==> src/rtl/init_config_cw_handler_pkg.sv <==
// Shared types and constants for the interrupt-controller init/command word handler.
// Holds the init-sequence state enum, OCW2 command codes and the sequencing helpers.
package init_config_cw_handler_pkg;

  typedef enum logic [2:0] {
    StWaitIcw1,
    StWaitIcw2,
    StWaitIcw3,
    StWaitIcw4,
    StOperational
  } icw_state_e;

  // OCW2 command codes, {R, SL, EOI} = D7..D5
  localparam logic [2:0] NsEoi    = 3'b001;
  localparam logic [2:0] SpEoi    = 3'b011;
  localparam logic [2:0] RotNsEoi = 3'b101;
  localparam logic [2:0] RotSpEoi = 3'b111;
  localparam logic [2:0] SetArot  = 3'b100;
  localparam logic [2:0] ClrArot  = 3'b000;

  localparam logic [1:0] ReadTypeReset = 2'b10;

  // State following ICW2: ICW3 only exists in cascade mode, ICW4 only when IC4 was set.
  function automatic icw_state_e next_after_icw2(input logic single, input logic ic4);
    if (!single) begin
      return StWaitIcw3;
    end else if (ic4) begin
      return StWaitIcw4;
    end else begin
      return StOperational;
    end
  endfunction

  function automatic icw_state_e next_after_icw3(input logic ic4);
    return ic4 ? StWaitIcw4 : StOperational;
  endfunction

endpackage

==> src/rtl/init_config_cw_handler_wr_strobe.sv <==
// Write-edge detector: one pulse on the first selected cycle of a low write strobe.
// A held-low wr_n produces a single pulse; deselected cycles never pulse.
module pic_wr_strobe (
  input  logic clk,
  input  logic rst_n,
  input  logic cs_n,
  input  logic wr_n,
  output logic wr_pulse
);

  logic wr_n_q;

  always_ff @(posedge clk or negedge rst_n) begin
    if (!rst_n) begin
      wr_n_q <= 1'b1;
    end else begin
      wr_n_q <= wr_n;
    end
  end

  assign wr_pulse = ~cs_n & ~wr_n & wr_n_q;

endmodule

==> src/rtl/init_config_cw_handler.sv <==
// Initialization (ICW1-4) and operation (OCW1-3) command word decoder.
// Tracks the init sequence and exposes the resulting configuration as registered outputs.
module init_config_cw_handler
  import init_config_cw_handler_pkg::*;
(
  input  logic       clk,
  input  logic       rst_n,
  input  logic [7:0] data_in,
  input  logic       cs_n,
  input  logic       wr_n,
  input  logic       a0,
  input  logic       sp_n,
  output logic       single_mode,
  output logic       level_trigger,
  output logic [4:0] vector_base,
  output logic [7:0] slaves_connected,
  output logic [2:0] slave_id,
  output logic       aeoi,
  output logic [7:0] imr,
  output logic [2:0] ocw2_ir_level,
  output logic [2:0] ocw2_ctrl,
  output logic       ocw2_strobe,
  output logic       auto_rotate,
  output logic [1:0] read_type,
  output logic       ready
);

  icw_state_e state;
  icw_state_e icw2_next;
  icw_state_e icw3_next;
  logic       ic4;
  logic       wr_pulse;
  logic       is_icw1;

  pic_wr_strobe u_wr_strobe (
    .clk      (clk),
    .rst_n    (rst_n),
    .cs_n     (cs_n),
    .wr_n     (wr_n),
    .wr_pulse (wr_pulse)
  );

  // ICW1 is recognised in every state and always restarts the sequence.
  assign is_icw1   = ~a0 & data_in[4];
  assign icw2_next = next_after_icw2(single_mode, ic4);
  assign icw3_next = next_after_icw3(ic4);

  always_ff @(posedge clk or negedge rst_n) begin
    if (!rst_n) begin
      state            <= StWaitIcw1;
      ready            <= 1'b0;
      single_mode      <= 1'b0;
      level_trigger    <= 1'b0;
      vector_base      <= '0;
      slaves_connected <= '0;
      slave_id         <= '0;
      aeoi             <= 1'b0;
      imr              <= '0;
      ocw2_ctrl        <= '0;
      ocw2_ir_level    <= '0;
      ocw2_strobe      <= 1'b0;
      auto_rotate      <= 1'b0;
      read_type        <= ReadTypeReset;
      ic4              <= 1'b0;
    end else begin
      ocw2_strobe <= 1'b0;
      if (wr_pulse) begin
        if (is_icw1) begin
          single_mode   <= data_in[1];
          level_trigger <= data_in[3];
          ic4           <= data_in[0];
          imr           <= '0;
          auto_rotate   <= 1'b0;
          read_type     <= ReadTypeReset;
          ready         <= 1'b0;
          aeoi          <= 1'b0;
          state         <= StWaitIcw2;
        end else begin
          unique case (state)
            StWaitIcw1: ;
            StWaitIcw2: begin
              if (a0) begin
                vector_base <= data_in[7:3];
                state       <= icw2_next;
                ready       <= (icw2_next == StOperational);
              end
            end
            StWaitIcw3: begin
              if (a0) begin
                if (sp_n) begin
                  slaves_connected <= data_in;
                end else begin
                  slave_id         <= data_in[2:0];
                  slaves_connected <= '0;
                end
                state <= icw3_next;
                ready <= (icw3_next == StOperational);
              end
            end
            StWaitIcw4: begin
              if (a0) begin
                aeoi  <= data_in[1];
                state <= StOperational;
                ready <= 1'b1;
              end
            end
            StOperational: begin
              if (a0) begin
                imr <= data_in;
              end else if (!data_in[3]) begin
                ocw2_ctrl     <= data_in[7:5];
                ocw2_ir_level <= data_in[2:0];
                ocw2_strobe   <= 1'b1;
                if (data_in[7:5] == SetArot) begin
                  auto_rotate <= 1'b1;
                end else if (data_in[7:5] == ClrArot) begin
                  auto_rotate <= 1'b0;
                end
              end else if (data_in[1]) begin
                read_type <= {1'b1, data_in[0]};
              end
            end
            default: ;
          endcase
        end
      end
    end
  end

endmodule

==> config.mk <==
export PLATFORM = sky130hd
export DESIGN_NAME = init_config_cw_handler
export DESIGN_NICKNAME = d
export VERILOG_FILES = /design/src/rtl/init_config_cw_handler_pkg.sv /design/src/rtl/init_config_cw_handler_wr_strobe.sv /design/src/rtl/init_config_cw_handler.sv
export SDC_FILE = /design/constraint.sdc
export NUM_CORES = 1
export LEC_CHECK = 0
export CORE_MARGIN = 5
export CORE_UTILIZATION = 40
export DETAILED_ROUTE_END_ITERATION = 10
export PLACE_DENSITY_LB_ADDON = 0.1
export SKIP_CTS_REPAIR_TIMING = 1
export SLEW_MARGIN = 5
export SYNTH_ARGS = -nofsm -noshare
export SYNTH_HDL_FRONTEND = slang
export SYNTH_HIERARCHICAL = 1
export SYNTH_SLANG_ARGS = --single-unit
==> constraint.sdc <==
create_clock -name clk -period 4.65 [get_ports clk]
set_input_delay 0.93 -clock clk [delete_from_list [all_inputs] [get_ports clk]]
set_output_delay 0.93 -clock clk [all_outputs]
set_load 0.01 [all_outputs]
# Word-level counts from Yosys, hierarchy flattened
# Index checks and enable logic that the tools add are counted.
[word_totals]
latchBits = 0
ramBits = 0
out_inout_bits = 38
elab_cells = 90
memories = 0
ff_bits = 43
mem_bits_ro = 0
in_bits = 14
[classes]
n_reduce_logical = 18
div = 0
n_lt_le_gt_ge = 0
multipliers = 0
bitwise = 9
add_sub_neg = 0
eq_ne = 12
shifts = 0
mux = 35
[ops]
columns = ["cell", "count"]
rows = [
  ["$mux 8", 4],
  ["$reduce_and 5->1", 5],
  ["$mux 1", 18],
  ["$mux 3", 6],
  ["$eq 3x3->1 const B", 4],
  ["$mux 2", 5],
  ["$reduce_bool 2->1", 5],
  ["$ne 3x3->1 const B", 3],
  ["$pmux 3 s3", 1],
  ["$reduce_and 4->1", 2],
  ["$eq 3x2->1 const B", 2],
  ["$not 1->1", 6],
  ["$reduce_and 3->1", 2],
  ["$ne 2x1->1 const B", 2],
  ["$reduce_bool 4->1", 1],
  ["$and 1x1->1", 3],
  ["$eq 3x1->1 const B", 1],
  ["$logic_not 3->1", 1],
  ["$pmux 1 s3", 1],
  ["$reduce_bool 3->1", 1],
  ["$reduce_and 2->1", 1],
]

# Depth between registers and ports, before layout
# Gate-level depths: netlist (run 1).
[logic_depth]
depth_word = 7
ltp_mapped = 6
depth_no_buf = 5

# By module
# The synthesis (run 1) kept the hierarchy.
[by_module_without_submodules]
columns = ["mod", "n_inst", "cells_per_inst", "area_per_inst_um2"]
rows = [
  ["init_config_cw_handler", 1, 153, 1808.0],
  ["pic_wr_strobe", 1, 2, 38.8],
]

# Worst setup path after synthesis (run 1)
# OpenSTA, ideal clock, no wires.
[synth_timing]
kind = "input to register"
startpoint = "input wr_n"
endpoint = "register ocw2_ctrl[0]"
stages = 5
arrival_time_ps = 2200
path_slack_ps = 2325
setup_time_ps = 125
required_ps = 4525
path_buffers = 1
path_cell_list = "nor3b_2 -> nand2b_1 -> or4_1 -> buf_2 -> mux2_4"
[synth_via]
elab_chain_cells = 4
[synth_lines]
columns = ["item", "line_no", "rtl"]
rows = [
  ["from (decl)", "init_config_cw_handler.sv:10", "input logic wr_n,"],
  ["$not 1->1", "init_config_cw_handler_wr_strobe.sv:21", "assign wr_pulse = ~cs_n & ~wr_n & wr_n_q;"],
  ["$and 1x1->1 (2 in a row)", "init_config_cw_handler_wr_strobe.sv:21", ""],
  ["$reduce_and 5->1 (no line)", "--", ""],
  ["to (signal assigned)", "init_config_cw_handler.sv:111", "ocw2_ctrl <= data_in[7:5];"],
  ["to (decl)", "init_config_cw_handler.sv:21", "output logic [2:0] ocw2_ctrl,"],
]
# Every way passes these cells.
# A chain may end at the register's enable or synchronous reset.

# Worst setup path in the final report (run 1)
[layout_timing]
startpoint = "input wr_n"
endpoint = "register ocw2_ir_level[1]"
[layout_via]
elab_chain_cells = 4
[layout_lines]
columns = ["item", "line_no", "rtl"]
rows = [
  ["$not 1->1", "init_config_cw_handler_wr_strobe.sv:21", ""],
  ["$and 1x1->1 (2 in a row)", "init_config_cw_handler_wr_strobe.sv:21", ""],
  ["net wr_pulse", "init_config_cw_handler.sv:32", "logic wr_pulse;"],
  ["$reduce_and 5->1 (no line)", "--", ""],
  ["to (signal assigned)", "init_config_cw_handler.sv:112", "ocw2_ir_level <= data_in[2:0];"],
  ["to (decl)", "init_config_cw_handler.sv:20", "output logic [2:0] ocw2_ir_level,"],
]
# The timed path passes the listed nets, and every way through them passes these cells.

==> results of run 1 <==
[sequential cells by signal (all words and copies together), names as in the netlist, 3 cells and up]
signal and count:
imr 8, slaves_connected 8, vector_base 5, ocw2_ctrl 3, ocw2_ir_level 3, slave_id 3
state 3
[cells in the final DEF (no fill, tap or decap), types with 2 or more instances in the layout]
cell             count
inv_1               10
clkdlybuf4s50_1     49
a22o_1              16
a21oi_1              3
mux2_4               6
clkinv_2             2
o21ai_0             12
mux2_2              11
nand2b_1             4
dfrtp_1             41
nand3_1              9
nor2_1               4
a21o_1               2
nand2_1              8
clkbuf_8             5
nor3_1               2
[logic make-up after synthesis]
kind of cell | count (synthesis) | synth area share [%]
flops | 42 | 57.0
compound gates | 38 | 14.6
mux | 17 | 11.6
simple gates | 39 | 12.7
buf+inv | 18 | 4.00
other cells | 1 | 0.203
[stage by stage]
stage / hold WS (ns) / setup slack (ns) / utilization, %
4_1_cts: 0.493 / 1.72 / 55.5
2_1_floorplan: 0.501 / 2.33 / -
6_report: 0.493 / 1.88 / 55.6
5_1_grt: 0.509 / 1.69 / 55.6
3_3_place_gp: 0.466 / 1.60 / 53.7
3_5_place_dp: 0.470 / 1.42 / 53.7
[layer usage]
layer | up-vias | global-route usage, %
met5 | - | 0
met2 | 52 | 25.5
li1 | 650 | -
met1 | 700 | 19.9
met4 | 0 | 7.09
met3 | 11 | 4.28
[cell type report]
| type | instances | area, sq um | area share (%) |
|---|---|---|---|
| inverter | 10 | 37.5 | 1.53 |
| clock buffer | 5 | 68.8 | 2.80 |
| clock inverter | 2 | 10.0 | 0.408 |
| sequential | 42 | 1050 | 42.8 |
| tap | 52 | 65.1 | 2.65 |
| multi-input combinational | 95 | 727 | 29.6 |
| timing repair buffer | 50 | 495 | 20.2 |
[worst max-delay path, cell delays in order]
cell and delay [ns]:
clkdlybuf4s50_1 0.43, nor3b_2 0.40, nand2b_1 0.17, or4_1 0.65, mux2_4 0.38
[report_power, final]
group	internal, mW	switching (mW)	total [mW]
logic	0.230	0.167	0.397
clock network	0.101	0.121	0.222
registers	0.456	0.0776	0.533
[cells in the mapped netlist (all sizes together) (2+ instances only)]
cell    number
nor3b        2
a21o         2
clkbuf       4
dfrtp       41
buf          4
nand2        9
inv         10
nor2         5
nand3        9
a21oi        3
nor4         2
nor3         3
a22o        16
o21ai       13
mux2        17
nand2b       4
[worst max-delay path by stage]
stage | slack, ns | depth (start not counted) | from | endpoint
2_1_floorplan | 2.33 | 5 | wr_n | ocw2_ctrl[0]
3_3_place_gp | 1.60 | 6 | wr_n | imr[4]
3_5_place_dp | 1.42 | 6 | wr_n | imr[4]
4_1_cts | 1.72 | 6 | wr_n | imr[4]
5_1_grt | 1.69 | 6 | wr_n | slaves_connected[1]
6_report | 1.88 | 5 | wr_n | ocw2_ir_level[1]
==> run metrics, run 1 <==
final non-filler cell total=256; critical hold path startpoint=ready; sequential fraction of the synthesis area=57.0%; Max Cap Viol=0; WL met1=about 2000 microns; CP Max Fanout=7; post-route ant nets=0; Register-to-Register Setup Slack=around 2.5 ns; CTS tree=yes; CP required=4.84 ns; Worst Setup End Kind=flop; top_reg_cell synth=dfrtp_1; Routability Congestion=0.801; final net count=218; Reg clk slew, reported paths=0.08 ns; P&R area growth vs syn=33.0%; FILL cells=379; Design Power=~1.2 mW; Slew @ Worst Pin=0.931 ns; Root Buffer Master=clkbuf_8; clock latency on the worst-skew pair=around 0.3 ns; final hold vios=0; total I/O pin count=between 50 and 60; clk sinks=between 40 and 50; Synth top area share=~56%; Post-synth EDFFs=0; drt drc=0; peak supply drop=~0.25 mV; initial antenna violation count=0; Initial Utilization=around two fifths; Critical Path Start Type=input pin; CTS max path bufs=2; area leader, netlist=dfrtp_1; Max Fclk=0.361 GHz; total iterations of the first detailed-routing run=4; FF-to-FF Start=u_wr_strobe/wr_n_q; hpwl dp=3270 microns; Post-Syn Area=around 1800 sq um; RSZ-0062 raised after global routing=false; PD cells=roughly 470 nW/um^2; via density per instance=~5.5; asr flop ratio synth=100%; first-pass GRT wire length=7560 microns; Overflow after GRT=0; Max Used Layer=met4; aggregate global-route resource usage=15.9%; WS Path Type=input pin to flop; drt wl/cell=about 18 microns; Clock H-tree levels=2; largest net degree at the start of global routing=43; Placed Cells=249; YS warnings=6; class of the worst hold path=flop to flop; CP arrival=around 3 ns; synthesized area per cell=approximately 12 sq um; Iter 0 DRT Violations=between 100 and 150; Die H=just under 80 microns; Clock Skews=about 0.0061 ns; sum of negative setup slack=0 ns; Pins Over Slew Limit=0; unique cell type count in the Yosys netlist=36; cell area after layout=roughly 2500 sq um; Rows=24; vias=around 1,400; # port buffers=50; min cycle time layout=roughly 2.8 ns; Lkg Pwr=1.09 nW; Seq cells post-synth=42; cell count after synthesis=155; Cell Area, Placed=between 2000 and 2500 sq um; Final setup viols=0; Post-Syn Nets=approximately 170; R2R cell count=4; layout cell share with drive strength beyond 1=15.7%; number of global-route vias before repair=1,488; chip width=77.9 microns; Hold Crit Depth=1; WL met3=316 microns; die area=~6100 sq um; Max-Slew Margin vs Limit=between 30 and 40%; largest cells by area after synthesis=dfrtp_1, a22o_1, mux2_2, mux2_4, o21ai_0; Worst Hold Path EP=ready; status=complete, no violations; Ant. Diodes=0; final worst path period share=around three fifths; total wire length=between 4000 and 5000 microns; reg2reg end=ocw2_ir_level[1]; core footprint=around 4400 sq um; TritonCTS Buffers=5; met2 WL=around 2200 microns
No activity file was read; power rests on OpenSTA's default activity.
==> run 2: changes to the inputs <==
==> constraint.sdc (replaced) <==
create_clock -name clk -period 2.7 [get_ports clk]
set_input_delay 0.54 -clock clk [delete_from_list [all_inputs] [get_ports clk]]
set_output_delay 0.54 -clock clk [all_outputs]
set_load 0.01 [all_outputs]
==> run 2 against run 1 <==
Compared with the run above:
- flip-flop and latch count stayed put
- sequential power grew 72%
- clock-buffer cell count rose by 2
- cell count is 3.5% higher
- first-iteration DRC count fell by 41%
- worst setup slack worse by 1.4 ns
- global-route usage increased by 0.41 points
- sequential share of layout area decreased by 1.1 points
- combinational power increased by 72%
- largest power group unchanged
==> run metrics, run 2 (synthesis results as in run 1) <==
Rows=24 (unchanged); Critical-path top delay cell=or4_1 (unchanged); CP arrival=2.35 ns (was 2.96 ns); CP Max Fanout=7 (unchanged); Multi-input gate area=721 sq um (was 727 sq um); Final setup viols=0 (unchanged); Worst Setup End Kind=flop (unchanged); Max-Slew Margin vs Limit=38.7% (was 38.0%); Critical Path End=ocw2_ctrl[2] (was ocw2_ir_level[1]); die area=6080 sq um (unchanged); final worst path period share=80.5%; final hold slack=0.370 ns (was 0.493 ns); R2R cell count=4 (unchanged); total I/O pin count=52 (unchanged); chip width=77.9 microns (unchanged); Clock Skews=0.00547 ns (was 0.00607 ns); Ant. Diodes=0 (unchanged); post-route ant nets=0 (unchanged); aggregate global-route resource usage=16.3% (was 15.9%); Root Buffer Master=clkbuf_8 (unchanged); P&R area growth vs syn=36.6% (was 33.0%); min cycle time layout=2.17 ns; vias=1,403 (was 1,413); drt wl/cell=17.6 microns (was 18.0 microns); clock latency on the worst-skew pair=0.29 ns (was 0.30 ns); status=complete, no violations (unchanged); final hold vios=0 (unchanged); Register-to-Register Setup Slack=0.75 ns (was 2.47 ns); first-pass GRT wire length=7780 microns (was 7560 microns); number of global-route vias before repair=1,470 (was 1,488); PD cells=799 nW/um^2 (was 469 nW/um^2); Routability Congestion=0.847 (was 0.801); cell area after layout=2520 sq um (was 2460 sq um); CP cell instances=clkdlybuf4s50_1 > nor3b_2 > nand2b_1 > or4_1 > mux2_4 (unchanged); Cell Area, Placed=2430 sq um (was 2370 sq um); drt drc=0 (unchanged); most common cell after layout, fill and taps aside=clkdlybuf4s50_1 (unchanged); final net count=226 (was 218); Die H=77.9 microns (unchanged); Iter 0 DRT Violations=60 (was 101); CP required=2.88 ns (was 4.84 ns); # port buffers=50 (unchanged); FF+latch area=1050 sq um (unchanged); total wire length=4670 microns (was 4600 microns); Max Cap Viol=0 (unchanged); FILL cells=393 (was 379); CTS max path bufs=2 (unchanged); via density per instance=5.29 (was 5.52); Initial Utilization=41.8% (unchanged); initial antenna violation count=0 (unchanged); Util after Layout=57.1% (was 55.6%); crit path from=wr_n (unchanged); largest net degree at the start of global routing=43 (unchanged); layout cell share with drive strength beyond 1=18.3% (was 15.7%); Slew @ Worst Pin=0.920 ns (was 0.931 ns); Max Fclk=0.460 GHz; reg2reg end=ocw2_ctrl[2] (was ocw2_ir_level[1]); WS Path Type=input pin to flop (unchanged); FF-to-FF Start=state[0] (was u_wr_strobe/wr_n_q); Critical Path Start Type=input pin (unchanged); CTS tree=yes (unchanged); Reg clk slew, reported paths=0.08 ns (about the same); CP max stage delay=0.62 ns (was 0.65 ns); hpwl dp=3410 microns (was 3270 microns); RSZ-0062 raised after global routing=false (unchanged); highest-count cells in the layout ignoring fill and taps=clkdlybuf4s50_1, dfrtp_1, a22o_1 (unchanged); top flop regs=imr x8, slaves_connected x8, vector_base x5 (unchanged); Clock H-tree levels=2 (unchanged); Lkg Pwr=1.14 nW (was 1.09 nW); total iterations of the first detailed-routing run=4 (unchanged); core footprint=4410 sq um (unchanged); Overflow after GRT=0 (unchanged); class of the worst hold path=input pin to async pin (was flop to flop); peak supply drop=0.400 mV (was 0.252 mV); TritonCTS Buffers=5 (unchanged); Pins Over Slew Limit=0 (unchanged); sum of negative setup slack=0 ns (unchanged); clk sinks=42 (unchanged)
run 2: stage by stage:
stage | setup slack [ns] | instances | power [mW]
2_1_floorplan | 0.765 | 155 | 1.24
3_3_place_gp | 0.300 | 257 | 1.59
3_5_place_dp | 0.211 | 257 | 1.62
4_1_cts | 0.525 | 265 | 2.04
5_1_grt | 0.472 | 265 | 2.13
6_report | 0.527 | 265 | 2.02
run 2: worst max-delay path: cells and delay by family:
family / cells / cell delay (ns)
simple gates: 3 / 0.99
mux: 1 / 0.37
buf+inv: 1 / 0.45
run 2: area by class of cell:
type                    instances  share of cell area [%]
clock buffers                   7                    3.42
clock inverters                 1                   0.198
inverters                      10                    1.49
multi-input cells              95                    28.6
flip-flops and latches         42                    41.7
well taps                      52                    2.58
repair buffers                 58                    22.0
run 2: power by group:
part | leakage [nW] | switching [mW] | internal [mW]
clock network | 0.0482 | 0.209 | 0.206
logic | 0.593 | 0.284 | 0.399
registers | 0.495 | 0.134 | 0.785
run 2: how the worst min path moves through the flow:
stage | start | end | slack (ns) | cells past startpoint
after floorplan | rst_n | aeoi | 0.24 | 0
after global placement | ready | ready | 0.47 | 1
after detailed placement | ready | ready | 0.47 | 1
after CTS | rst_n | ocw2_ctrl[0] | 0.42 | 1
after global routing | rst_n | slaves_connected[0] | 0.47 | 1
final | rst_n | ocw2_ctrl[0] | 0.37 | 1
run 2: per-layer routing:
| metal | vias to the layer above | global-route usage (%) | share of wire [%] |
|---|---|---|---|
| met1 | 676 | 22.5 | 46 |
| li1 | 668 | - | - |
| met5 | - | 0 | 0 |
| met3 | 12 | 4.51 | 5.8 |
| met4 | 0 | 6.08 | 2.4 |
| met2 | 47 | 24.4 | 46 |
==> run 3: changes to the inputs <==
==> constraint.sdc (replaced) <==
create_clock -name clk -period 2.2 [get_ports clk]
set_input_delay 0.44 -clock clk [delete_from_list [all_inputs] [get_ports clk]]
set_output_delay 0.44 -clock clk [all_outputs]
set_load 0.01 [all_outputs]
==> run 3 against run 2 <==
Compared with the run above:
- first-iteration DRC count fell by 30%
- via count rose by 3.1%
- cell count up 1.1%
- total power rose by 21%
- sequential power is 23% higher
- register-to-register slack got worse by 0.43 ns
- die area stayed put
- critical path type unchanged
==> run metrics, run 3 (synthesis results as in run 1) <==
CP top delay family=simple AND/OR/NAND/NOR gates (unchanged); hpwl dp=3330 microns (was 3410 microns); final setup margin=0.241 ns (was 0.527 ns); Register-to-Register Setup Slack=0.32 ns (was 0.75 ns); FF-to-FF Start=state[0] (unchanged); CP arrival=2.13 ns (was 2.35 ns); met2 Resource Use GR=24.0% (was 24.4%); aggregate global-route resource usage=15.4% (was 16.3%); Place WS=-0.0588 ns (was 0.211 ns); Root Buffer Master=clkbuf_8 (unchanged); WS Path Type=input pin to flop (unchanged); min cycle time layout=a little under 2 ns; P&R area growth vs syn=37.4% (was 36.6%); first-pass GRT wire length=7460 microns (was 7780 microns); class of the worst hold path=input pin to async pin (unchanged); R2R cell count=5 (was 4); Sw Share=31.2% (was 31.1%); via density per instance=5.40 (was 5.29); highest-count cells in the layout ignoring fill and taps=clkdlybuf4s50_1, dfrtp_1, a22o_1 (unchanged); CP Max Fanout=7 (unchanged); Die H=77.9 microns (unchanged); # port buffers=50 (unchanged); die area=6080 sq um (unchanged); final worst path period share=89.0%; Max Fclk=roughly 0.5 GHz; Rows=24 (unchanged); Slew @ Worst Pin=0.564 ns (was 0.920 ns); number of global-route vias before repair=1,502 (was 1,470); most common cell after layout, fill and taps aside=clkdlybuf4s50_1 (unchanged); CP required=2.37 ns (was 2.88 ns); TritonCTS Buffers=5 (unchanged); core footprint=4410 sq um (unchanged); FILL cells=359 (was 393); Initial Utilization=41.8% (unchanged); GR Layer Usage met1=20.1% (was 22.5%); Pins Over Slew Limit=0 (unchanged); vias=1,447 (was 1,403); met3 capacity usage during global routing=4.63% (was 4.51%); layout cell share with drive strength beyond 1=19.0% (was 18.3%); chip width=77.9 microns (unchanged); Critical-path top delay cell=clkdlybuf4s50_1 (was or4_1); Routability Congestion=0.832 (was 0.847); Critical Path Start Type=input pin (unchanged); RSZ-0062 raised after global routing=false (unchanged); total iterations of the first detailed-routing run=4 (unchanged); PD cells=959 nW/um^2 (was 799 nW/um^2); status=complete, no violations (unchanged); Clock Skews=0.00390 ns (was 0.00547 ns); post-route ant nets=0 (unchanged); clk sinks=42 (unchanged); Iter 0 DRT Violations=42 (was 60); Final setup viols=0 (unchanged); Clock H-tree levels=2 (unchanged); initial antenna violation count=0 (unchanged); final hold vios=0 (unchanged); top flop regs=imr x8, slaves_connected x8, vector_base x5 (unchanged); Pint=1.67 mW (was 1.39 mW); Max-Slew Margin vs Limit=62.1% (was 38.7%); Most Crowded Layer GR=met2 (unchanged); total wire length=4590 microns (was 4670 microns); Max Cap Viol=0 (unchanged); total I/O pin count=52 (unchanged); Lkg Pwr=1.15 nW (was 1.14 nW); CP cell instances=clkdlybuf4s50_1 > nor3b_2 > nand2b_1 > or4_1 > buf_4 > mux2_4 (was clkdlybuf4s50_1 > nor3b_2 > nand2b_1 > or4_1 > mux2_4); reg2reg end=ocw2_ctrl[2] (unchanged); Reg clk slew, reported paths=0.07 ns (was 0.08 ns); CP bufs+invs=2 (was 1); peak supply drop=0.569 mV (was 0.400 mV); Overflow after GRT=0 (unchanged); clock latency on the worst-skew pair=0.29 ns (about the same); CTS max path bufs=2 (unchanged); net switching power=0.758 mW (was 0.626 mW); CTS tree=yes (unchanged); final net count=230 (was 226); Cell Area, Placed=2460 sq um (was 2430 sq um); Reg power frac=46.3% (was 45.6%); CP max stage delay=0.44 ns (was 0.62 ns); drt drc=0 (unchanged); drt wl/cell=17.1 microns (was 17.6 microns); combinational power share=34.7% (was 33.9%); cell area after layout=2540 sq um (was 2520 sq um); Ant. Diodes=0 (unchanged); Clock Power Share=19.0% (was 20.6%); largest net degree at the start of global routing=43 (unchanged); Worst Setup End Kind=flop (unchanged)
[run 3: cell count changes in the layout (fill, tap and decap cells not counted)]
cell and delta:
clkinv_2 -1, buf_4 +4, clkbuf_1 +1, clkbuf_8 -1
[run 3: power groups by stage]
stage          sequential (mW)  clock, mW  combinational, mW
4_1_cts                   1.13      0.476              0.855
3_5_place_dp              1.14          0              0.847
2_1_floorplan             1.17          0              0.343
6_report                  1.13      0.462              0.845
3_3_place_gp              1.13          0              0.830
5_1_grt                   1.16      0.498              0.906
[run 3: area by class of cell]
cell class / count / area [sq um] / share of cell area (%)
inverters: 10 / 37.5 / 1.48
clock buffers: 7 / 76.3 / 3.01
multi-input cells: 95 / 721 / 28.4
flip-flops and latches: 42 / 1050 / 41.5
well taps: 52 / 65.1 / 2.56
repair buffers: 62 / 586 / 23.1
[run 3: per-stage QoR]
step | TNS, ns | cells | total power [mW] | util (%) | hold slack (ns)
floorplan | 0 | 155 | 1.52 | - | 0.144
global placement | -0.146 | 261 | 1.96 | 55.8 | 0.466
detailed placement | -0.335 | 261 | 1.98 | 55.8 | 0.468
CTS | 0 | 268 | 2.46 | 57.5 | 0.235
global route | 0 | 268 | 2.56 | 57.5 | 0.267
finish | 0 | 268 | 2.43 | 57.5 | 0.211
[run 3: routing by layer]
layer	vias up	share of wire, %
met3	8	6.1
li1	670	-
met4	0	1.4
met1	719	45
met5	-	0
met2	50	47
[run 3: worst max path at each step]
stage,slack (ns),cells past startpoint,startpoint,end
finish,0.24,6,wr_n,ocw2_ctrl[2]
global route,0.17,6,wr_n,ocw2_ctrl[2]
CTS,0.24,6,wr_n,ocw2_ctrl[2]
detailed placement,-0.06,6,wr_n,ocw2_ctrl[2]
global placement,-0.02,6,wr_n,ocw2_ir_level[2]
floorplan,0.33,5,u_wr_strobe/wr_n_q,ocw2_ctrl[0]
[run 3: worst register-to-register path, cell delays in order, from the launching register on]
cell     delay [ns]
dfrtp_1        0.47
nor2_4         0.20
nand2_4        0.11
or4_1          0.49
buf_4          0.19
mux2_4         0.30
